$ cat src/rtl/draw_bar_overlay_pkg.sv
// draw_bar_overlay_pkg: bar mode encoding, fixed overlay colours and the
// signed coordinate type shared by the bar overlay files.
package draw_bar_overlay_pkg;

  typedef enum logic [1:0] {
    GROW_RIGHT = 2'd0,
    GROW_LEFT  = 2'd1,
    CENTRED    = 2'd2,
    BAR_OFF    = 2'd3
  } bar_mode_t;

  localparam logic [11:0] BAR_FLASH_RGB  = 12'hFFF;
  localparam logic [11:0] BAR_BORDER_RGB = 12'h000;

  // One bit wider than a 12-bit signed compare so that anchor+frame+border
  // near the right edge cannot wrap negative.
  localparam int COORD_W = 13;
  typedef logic signed [COORD_W-1:0] coord_t;

  // Halve each 4-bit channel of a 12-bit RGB value.
  function automatic logic [11:0] half_rgb(input logic [11:0] c);
    return {1'b0, c[11:9], 1'b0, c[7:5], 1'b0, c[3:1]};
  endfunction

endpackage

$ cat src/rtl/draw_bar_overlay_if.sv
// vga_if: pixel timing plus rgb passed between VGA pipeline stages.
// 'out' is the driving side of a stage, 'in' the receiving side.
interface vga_if;
  logic [10:0] vcount;
  logic        vsync;
  logic        vblnk;
  logic [10:0] hcount;
  logic        hsync;
  logic        hblnk;
  logic [11:0] rgb;

  modport out (output vcount, vsync, vblnk, hcount, hsync, hblnk, rgb);
  modport in  (input  vcount, vsync, vblnk, hcount, hsync, hblnk, rgb);
endinterface

$ cat src/rtl/draw_bar_overlay_animator.sv
// bar_animator: per-bar frame-tick state. Moves the displayed value toward
// the clamped target, registers the fill length one cycle after the tick
// and runs the damage-flash counter.
module bar_animator
  import draw_bar_overlay_pkg::*;
#(
  parameter int VALUE_W      = 7,
  parameter int MAX_UNITS    = 100,
  parameter int PX_PER_UNIT  = 3,
  parameter int FLASH_FRAMES = 16,
  parameter int STEP_UNITS   = 1
) (
  input  logic             clk60MHz,
  input  logic             rst,
  input  logic             i_tick,
  input  logic [VALUE_W:0] i_value,
  input  bar_mode_t        i_mode,
  output logic [11:0]      o_len,
  output logic             o_neg,
  output logic             o_flash
);
  localparam int DW   = VALUE_W + 2;
  localparam int FC_W = ($clog2(FLASH_FRAMES + 1) < 2) ? 2 : $clog2(FLASH_FRAMES + 1);
  localparam logic signed [DW:0]   STEP_W = (DW+1)'(STEP_UNITS);
  localparam logic signed [DW-1:0] STEP_D = DW'(STEP_UNITS);

  logic [VALUE_W-1:0]   w_mag, w_tgt_mag, r_prev_mag;
  logic signed [DW-1:0] w_tgt_pos, w_tgt, w_next, r_disp;
  logic signed [DW:0]   w_diff;
  logic [DW-1:0]        w_abs;
  logic [FC_W-1:0]      r_flash;
  logic [11:0]          r_len;
  logic                 r_tick_d;

  assign w_mag     = i_value[VALUE_W-1:0];
  assign w_tgt_mag = (w_mag > VALUE_W'(MAX_UNITS)) ? VALUE_W'(MAX_UNITS) : w_mag;
  assign w_tgt_pos = $signed({2'b00, w_tgt_mag});
  // direction bit only means something for centred bars
  assign w_tgt     = (i_mode == CENTRED && i_value[VALUE_W]) ? -w_tgt_pos : w_tgt_pos;
  assign w_diff    = {w_tgt[DW-1], w_tgt} - {r_disp[DW-1], r_disp};
  assign w_abs     = r_disp[DW-1] ? -r_disp : r_disp;

  // step toward target, landing exactly on it when within one step
  always_comb begin
    w_next = w_tgt;
    if (w_diff > STEP_W)       w_next = r_disp + STEP_D;
    else if (w_diff < -STEP_W) w_next = r_disp - STEP_D;
  end

  // tick-driven value/flash update, fill length follows one cycle later
  always_ff @(posedge clk60MHz) begin
    if (rst) begin
      r_disp     <= '0;
      r_prev_mag <= '0;
      r_flash    <= '0;
      r_len      <= '0;
      r_tick_d   <= 1'b0;
    end else begin
      r_tick_d <= i_tick;
      if (i_tick) begin
        r_disp     <= w_next;
        r_prev_mag <= w_tgt_mag;
        if (w_tgt_mag < r_prev_mag) r_flash <= FC_W'(FLASH_FRAMES);
        else if (r_flash != '0)     r_flash <= r_flash - FC_W'(1);
      end
      if (r_tick_d) r_len <= 12'(w_abs) * 12'(PX_PER_UNIT);
    end
  end

  assign o_len   = r_len;
  assign o_neg   = r_disp[DW-1];
  assign o_flash = (r_flash != '0) && r_flash[1];

endmodule

$ cat src/rtl/draw_bar_overlay.sv
// draw_bar_overlay: draws NUM_BARS bordered, animated value bars over the
// vga_if pixel stream with one clock of latency.
// Optional: define DRAW_BAR_OVERLAY_TICKS_EN for half-brightness scale ticks
// every 10 units inside each fill.
module draw_bar_overlay
  import draw_bar_overlay_pkg::*;
#(
  parameter int NUM_BARS     = 3,
  parameter int VALUE_W      = 7,
  parameter int MAX_UNITS    = 100,
  parameter int PX_PER_UNIT  = 3,
  parameter int BAR_H        = 20,
  parameter int BORDER_W     = 5,
  parameter int FLASH_FRAMES = 16,
  parameter int STEP_UNITS   = 1
) (
  input  logic                            clk60MHz,
  input  logic                            rst,
  input  logic [NUM_BARS-1:0][VALUE_W:0]  bar_value,
  input  logic [NUM_BARS-1:0][1:0]        bar_mode,
  input  logic [NUM_BARS-1:0][10:0]       bar_xpos,
  input  logic [NUM_BARS-1:0][10:0]       bar_ypos,
  input  logic [NUM_BARS-1:0][11:0]       bar_colour,
  input  logic [NUM_BARS-1:0][11:0]       bar_colour_neg,
  vga_if.in                               in,
  vga_if.out                              out
);
  localparam coord_t FW  = coord_t'(MAX_UNITS * PX_PER_UNIT);
  localparam coord_t BW  = coord_t'(BORDER_W);
  localparam coord_t BH1 = coord_t'(BAR_H - 1);
  localparam coord_t ONE = coord_t'(1);
`ifdef DRAW_BAR_OVERLAY_TICKS_EN
  localparam coord_t TICK_PX = coord_t'(10 * PX_PER_UNIT);
`endif

  logic                      r_vblnk;
  logic                      w_tick;
  logic [NUM_BARS-1:0][11:0] w_len;
  logic [NUM_BARS-1:0]       w_neg, w_flash;
  coord_t                    w_x, w_y;
  logic [12:0]               w_px;
  logic [11:0]               w_rgb;

  assign w_tick = in.vblnk & ~r_vblnk;
  assign w_x    = $signed({2'b00, in.hcount});
  assign w_y    = $signed({2'b00, in.vcount});

  for (genvar g = 0; g < NUM_BARS; g++) begin : g_bar
    bar_animator #(
      .VALUE_W(VALUE_W), .MAX_UNITS(MAX_UNITS), .PX_PER_UNIT(PX_PER_UNIT),
      .FLASH_FRAMES(FLASH_FRAMES), .STEP_UNITS(STEP_UNITS)
    ) u_anim (
      .clk60MHz(clk60MHz), .rst(rst), .i_tick(w_tick),
      .i_value(bar_value[g]), .i_mode(bar_mode_t'(bar_mode[g])),
      .o_len(w_len[g]), .o_neg(w_neg[g]), .o_flash(w_flash[g])
    );
  end

  // Returns {hit, rgb} for one bar at pixel (x,y). A centred bar keeps its
  // anchor column empty so both directions reach the frame ends at full scale.
  function automatic logic [12:0] bar_px(
    input coord_t x, input coord_t y, input coord_t xp, input coord_t yp,
    input bar_mode_t mode, input logic [11:0] len, input logic neg,
    input logic flash, input logic [11:0] col, input logic [11:0] col_neg);
    coord_t fxl, fxh, lo, hi, l;
    logic in_frame, in_ring, in_fill;
    logic [11:0] c;
`ifdef DRAW_BAR_OVERLAY_TICKS_EN
    coord_t off;
`endif
    l   = $signed({1'b0, len});
    fxl = xp;
    fxh = xp;
    lo  = xp;
    hi  = xp - ONE;
    case (mode)
      GROW_RIGHT: begin fxh = xp + FW - ONE; hi = xp + l - ONE; end
      GROW_LEFT:  begin fxl = xp - FW + ONE; lo = xp - l + ONE; hi = xp; end
      CENTRED: begin
        fxl = xp - FW;
        fxh = xp + FW;
        if (neg) begin lo = xp - l; hi = xp - ONE; end
        else     begin lo = xp + ONE; hi = xp + l; end
      end
      default: ;
    endcase
    in_frame = x >= fxl && x <= fxh && y >= yp && y <= yp + BH1;
    in_ring  = !in_frame && x >= fxl - BW && x <= fxh + BW &&
               y >= yp - BW && y <= yp + BH1 + BW;
    in_fill  = len != '0 && x >= lo && x <= hi && y >= yp && y <= yp + BH1;
    c = flash ? BAR_FLASH_RGB : ((mode == CENTRED && neg) ? col_neg : col);
`ifdef DRAW_BAR_OVERLAY_TICKS_EN
    off = (mode == GROW_LEFT || x < xp) ? xp - x : x - xp;
    if (off != '0 && (off % TICK_PX) == '0) c = half_rgb(c);
`endif
    if (mode == BAR_OFF) return 13'd0;
    if (in_ring)         return {1'b1, BAR_BORDER_RGB};
    if (in_fill)         return {1'b1, c};
    return 13'd0;
  endfunction

  // priority mux: walk high to low so the lowest index is applied last
  always_comb begin
    w_rgb = in.rgb;
    w_px  = '0;
    for (int i = NUM_BARS - 1; i >= 0; i--) begin
      w_px = bar_px(w_x, w_y, $signed({2'b00, bar_xpos[i]}), $signed({2'b00, bar_ypos[i]}),
                    bar_mode_t'(bar_mode[i]), w_len[i], w_neg[i], w_flash[i],
                    bar_colour[i], bar_colour_neg[i]);
      if (w_px[12]) w_rgb = w_px[11:0];
    end
  end

  // single output stage: timing delayed by one clock, rgb registered alongside
  always_ff @(posedge clk60MHz) begin
    if (rst) begin
      r_vblnk    <= 1'b0;
      out.vcount <= '0;
      out.vsync  <= 1'b0;
      out.vblnk  <= 1'b0;
      out.hcount <= '0;
      out.hsync  <= 1'b0;
      out.hblnk  <= 1'b0;
      out.rgb    <= '0;
    end else begin
      r_vblnk    <= in.vblnk;
      out.vcount <= in.vcount;
      out.vsync  <= in.vsync;
      out.vblnk  <= in.vblnk;
      out.hcount <= in.hcount;
      out.hsync  <= in.hsync;
      out.hblnk  <= in.hblnk;
      out.rgb    <= w_rgb;
    end
  end

endmodule

$ cat src/flat_wrapper.sv
// flat-port wrapper written by rule: the top's interface ports become plain ports
module draw_bar_overlay_flat import draw_bar_overlay_pkg::*;
#(
  parameter int NUM_BARS     = 3,
  parameter int VALUE_W      = 7,
  parameter int MAX_UNITS    = 100,
  parameter int PX_PER_UNIT  = 3,
  parameter int BAR_H        = 20,
  parameter int BORDER_W     = 5,
  parameter int FLASH_FRAMES = 16,
  parameter int STEP_UNITS   = 1
)
  (clk60MHz, rst, bar_value, bar_mode, bar_xpos, bar_ypos, bar_colour, bar_colour_neg, in_vcount, in_vsync, in_vblnk, in_hcount, in_hsync, in_hblnk, in_rgb, out_vcount, out_vsync, out_vblnk, out_hcount, out_hsync, out_hblnk, out_rgb);
  vga_if in_i ();
  vga_if out_i ();
  input  logic clk60MHz;
  input  logic rst;
  input  logic [NUM_BARS-1:0][VALUE_W:0] bar_value;
  input  logic [NUM_BARS-1:0][1:0] bar_mode;
  input  logic [NUM_BARS-1:0][10:0] bar_xpos;
  input  logic [NUM_BARS-1:0][10:0] bar_ypos;
  input  logic [NUM_BARS-1:0][11:0] bar_colour;
  input  logic [NUM_BARS-1:0][11:0] bar_colour_neg;
  input wire logic [$bits(in_i.vcount)-1:0] in_vcount;
  input wire logic [$bits(in_i.vsync)-1:0] in_vsync;
  input wire logic [$bits(in_i.vblnk)-1:0] in_vblnk;
  input wire logic [$bits(in_i.hcount)-1:0] in_hcount;
  input wire logic [$bits(in_i.hsync)-1:0] in_hsync;
  input wire logic [$bits(in_i.hblnk)-1:0] in_hblnk;
  input wire logic [$bits(in_i.rgb)-1:0] in_rgb;
  output wire logic [$bits(out_i.vcount)-1:0] out_vcount;
  output wire logic [$bits(out_i.vsync)-1:0] out_vsync;
  output wire logic [$bits(out_i.vblnk)-1:0] out_vblnk;
  output wire logic [$bits(out_i.hcount)-1:0] out_hcount;
  output wire logic [$bits(out_i.hsync)-1:0] out_hsync;
  output wire logic [$bits(out_i.hblnk)-1:0] out_hblnk;
  output wire logic [$bits(out_i.rgb)-1:0] out_rgb;
  assign in_i.vcount = in_vcount;
  assign in_i.vsync = in_vsync;
  assign in_i.vblnk = in_vblnk;
  assign in_i.hcount = in_hcount;
  assign in_i.hsync = in_hsync;
  assign in_i.hblnk = in_hblnk;
  assign in_i.rgb = in_rgb;
  assign out_vcount = out_i.vcount;
  assign out_vsync = out_i.vsync;
  assign out_vblnk = out_i.vblnk;
  assign out_hcount = out_i.hcount;
  assign out_hsync = out_i.hsync;
  assign out_hblnk = out_i.hblnk;
  assign out_rgb = out_i.rgb;
  draw_bar_overlay #(.NUM_BARS(NUM_BARS), .VALUE_W(VALUE_W), .MAX_UNITS(MAX_UNITS), .PX_PER_UNIT(PX_PER_UNIT), .BAR_H(BAR_H), .BORDER_W(BORDER_W), .FLASH_FRAMES(FLASH_FRAMES), .STEP_UNITS(STEP_UNITS)) u_core (.clk60MHz(clk60MHz), .rst(rst), .bar_value(bar_value), .bar_mode(bar_mode), .bar_xpos(bar_xpos), .bar_ypos(bar_ypos), .bar_colour(bar_colour), .bar_colour_neg(bar_colour_neg), .in(in_i), .out(out_i));
endmodule
$ cat config.mk
export PLATFORM = sky130hd
export DESIGN_NAME = draw_bar_overlay_flat
export DESIGN_NICKNAME = d
export VERILOG_FILES = /design/src/rtl/draw_bar_overlay_pkg.sv /design/src/rtl/draw_bar_overlay_if.sv /design/src/rtl/draw_bar_overlay_animator.sv /design/src/rtl/draw_bar_overlay.sv /design/src/flat_wrapper.sv
export SDC_FILE = /design/constraint.sdc
export NUM_CORES = 2
export LEC_CHECK = 0
export CAP_MARGIN = 20
export CORE_UTILIZATION = 62
export DETAILED_ROUTE_END_ITERATION = 10
export GPL_ROUTABILITY_DRIVEN = 0
export GPL_TIMING_DRIVEN = 0
export MAX_ROUTING_LAYER = met4
export PLACE_DENSITY = 0.81
export SLEW_MARGIN = 20
export SYNTH_ARGS = -nofsm -noshare
export SYNTH_HDL_FRONTEND = slang
export SYNTH_SLANG_ARGS = --single-unit
$ cat constraint.sdc
create_clock -name clk60MHz -period 6.6 [get_ports clk60MHz]
set_input_delay 1.32 -clock clk60MHz [delete_from_list [all_inputs] [get_ports clk60MHz]]
set_output_delay 1.32 -clock clk60MHz [all_outputs]
set_load 0.05 [all_outputs]
==> results by group <==
Yosys
  – Synth Area in Adders: between 20% and 30%
  – Post-synth top flop: dfxtp_1
  – XOR/XNOR Fraction of Synth Area: under 10%
  – Simple-gate portion of the synthesized area: about 24%
  – Post-Syn Nets: between 5000 and 6000
  – Top cells by area, synth: ha_1, dfxtp_1, xnor2_1, a21oi_1, nand2_1
  – Synth warnings: 0
  – Unique masters post-synth: approximately 110
  – Largest area contributor in the netlist: ha_1
  – Post-synth top cells: ha_1, nand2_1, nor2_1, inv_1, a21oi_1
  – Top-count cell post-synth: ha_1
  – Synth Area in Compound Gates: around 28%
  – Multiplexer share of the synthesized area: ~1.9%
  – Yosys top cell area share: between 20 and 25%
  – Post-Syn Instances: 4537
  – Seq/Total Area, Yosys: 8.26%
  – Avg Cell Area, Syn: between 7 and 8 sq um
  – Synth Register Bits: approximately 140
  – EDFF count, synth: 0
  – Largest family of logic cells by synthesized area: compound AO/OA/AOI/OAI gates
  – Post-synth ARST share: 0%
  – Cell area after synthesis: ~0.033 sq mm

Critical path
  – Crit path max fanout: 19
  – Critical Path RT: between 6 and 7 ns
  – Setup crit start kind: primary input
  – CP Class: in2reg
  – Crit end category: flop
  – WP data arrival: between 6 and 7 ns

Clock tree
  – Worst skew pair latency: between 0.4 and 0.5 ns
  – Root Driver: clkbuf_16
  – Clk buf depth: 2
  – CTS tree: done
  – # H-tree levels: 4
  – Clk sinks: 135
  – Post-CTS Hold Buffers: 0
  – Clock transition at the registers of the reported paths: ~0.09 ns
  – TritonCTS buffer count: 17

Worst hold path
  – HP Class: reg2reg

Placed design
  – Placed Cells: 5457
  – DP HPWL: between 80000 and 90000 microns
  – PortBufs: about 240

Detailed routing
  – Vias: approximately 37000
  – Vias per inst: just under 7
  – First DRT Iteration DRCs: a little over 5000
  – Post-route ant nets: 0
  – WL final: approximately 120000 microns
  – Post-DR wirelength/cell: about 21 microns
  – TritonRoute pass-1 iters: 9
  – DRC: 0

Finish
  – Area grow syn2layout: 14.9%
  – Fillcell total: roughly 4400
  – Final #Nets: approximately 5600
  – Register area: 0.00270 sq mm
  – Layout Cells excl Fill: about 5500
  – Layout cells sized above 1: between 7 and 8%
  – Fin util: roughly 73%
  – Multi-input logic area: 0.0285 sq mm

STA
  – Slew @ Worst Pin: slightly above 1 ns
  – Period utilization: a little over nine tenths
  – WHS: around 0.46 ns
  – Slew Limit Headroom: roughly a third
  – Max Freq: 153 MHz
  – Final setup violating endpoints: 0
  – Layout Skew: 0.0228 ns
  – Fin. Hold Viols: 0
  – Final Critical Period: between 6 and 7 ns
  – Final Max Tran Viols: 0

GRT
  – Number of global-route vias before repair: ~34000
  – Initial antenna violation count: 1
  – Total track usage: 42.2%
  – Largest net degree at the start of global routing: 26
  – Global-route wire length before repair: 179000 microns
  – Global route total overflow: 0

Run status
  – Outcome: completed

Power and ir drop
  – Max VDD drop: between 200 and 250 uV
  – Static Leak: between 15 and 20 nW
  – Pwr dens: roughly 170 mW/mm^2
  – Total power: 6.55 mW

Floorplan
  – Die Wd: around 230 microns
  – I/O pin count: approximately 250
  – Initial Util: between 60% and 70%
  – Core footprint: 0.0517 sq mm
  – Full die area: approximately 0.054 sq mm
  – DIE HEIGHT: about 230 microns
  – Num rows: 83

Flow run
  – Max-cap violations: 0
[path summary, 6_finish.rpt]
check	startpoint	endpoint	slack (ns)	depth (start not counted)
setup / recovery	bar_xpos[13]	u_core.out.rgb[11]$_SDFF_PP0_	0.08	20
hold / removal	u_core.g_bar[0].u_anim.r_prev_mag[5]$_SDFFE_PP0P_	u_core.g_bar[0].u_anim.r_prev_mag[5]$_SDFFE_PP0P_	0.46	2
setup reg to reg	u_core.g_bar[0].u_anim.o_len[2]$_SDFFE_PP0P_	u_core.out.rgb[2]$_SDFF_PP0_	0.85	23
hold reg to reg	u_core.g_bar[0].u_anim.r_prev_mag[5]$_SDFFE_PP0P_	u_core.g_bar[0].u_anim.r_prev_mag[5]$_SDFFE_PP0P_	0.46	2
[critical path, stage by stage]
cell	delay [ns]
clkdlybuf4s18_2	0.34
buf_4	0.30
inv_1	0.20
ha_2	0.44
nand4b_1	0.27
or4_4	0.53
a31o_2	0.28
a221oi_4	0.39
nand2_1	0.11
xnor2_1	0.14
ha_1	0.34
a2111oi_2	0.42
o21ai_1	0.16
a221o_1	0.33
a221oi_1	0.36
nor4_2	0.12
o31ai_4	0.17
o211ai_4	0.22
buf_4	0.19
o221ai_1	0.23
[layer usage]
metal  routed length [microns]  global-route usage [%]  up-vias  share of wire, %
met5                         0                       -        -                 0
met4                      7100                    22.2        0               6.1
met3                     12900                    7.34      554                11
met2                     50500                    64.9     2388                43
met1                     46000                    52.6    17087                40
li1                          -                       -    17302                 -
[final cells by class]
type,instances,area share (%)
Tap cell,680,2.26
Clock buffer,18,1.17
Antenna cell,1,0.00666
Inverter,309,3.14
Buffer,238,2.99
Timing Repair Buffer,259,6.83
Sequential cell,135,7.19
Multi-Input combinational cell,3844,75.9
Clock inverter,14,0.483
[cell families (layout without fill, tap and decap cells)]
kind of cell	Yosys count	in the layout
mux	62	62
fa+ha+maj	545	545
compound gates	1330	1330
simple gates	1548	1548
buf+inv	558	838
xor+xnor	359	359
flops	135	135
other cells	0	1
[flip-flops by register name (all words and copies together), names as in the netlist, 11 cells and up]
signal,count
u_core.g_bar.u_anim.r_flash,15
u_core.out.rgb,12
u_core.g_bar.u_anim.r_prev_mag,21
u_core.out.vcount,11
u_core.g_bar.u_anim.r_disp,27
u_core.g_bar.u_anim.o_len,33
u_core.out.hcount,11
[placed cells by master, fill, tap and decap left out, types with 23 or more instances in the layout]
cell type,Yosys,layout
nor2_1,325,324
mux2i_1,50,49
or4_1,28,26
and3_1,47,47
ha_1,533,521
xor2_1,99,97
nand2_1,361,360
nor2b_1,106,104
a21o_1,106,106
nor4_1,60,51
and2_1,36,36
a211oi_1,75,66
nor3b_1,26,23
a21oi_1,282,277
nand3b_1,24,24
inv_1,295,290
nand4_1,82,82
buf_2,39,48
a22oi_1,43,40
o211ai_1,32,32
or3_1,38,38
a31oi_1,52,51
clkbuf_1,185,136
clkdlybuf4s50_1,0,202
buf_4,3,24
nor3_1,102,96
o2111ai_1,24,24
a221oi_1,34,34
dfxtp_1,135,135
o21ai_0,264,257
o31ai_1,27,24
xnor2_1,259,254
nand2b_1,78,77
nand3_1,144,143
o21a_1,45,45
o22ai_1,30,29
clkbuf_2,0,27
[power by group]
part           switching [mW]  internal [mW]  total (mW)
registers              0.0855          0.906       0.991
logic                    2.70           1.80        4.50
clock network           0.467          0.587        1.05
total                    3.26           3.29        6.55
[repair_timing]
item                       4_1_cts  5_1_grt
setup endpoints to repair       29       26
gates cloned                     0        2
setup buffers                    8        9
gates resized for setup        136      168
pin swaps                       10       19
[through the flow]
stage | worst slack, ns | TNS [ns] | cell area (sq um)
after global placement | -1.96 | -34.98 | 35900
after global routing | -0.0800 | -0.585 | 37600
after CTS | 0.00591 | 0 | 37100
after floorplan | 0.431 | 0 | 32700
after detailed placement | -1.97 | -36.84 | 36000
final | 0.0821 | 0 | 37600
(Power assumes the default switching activity.)
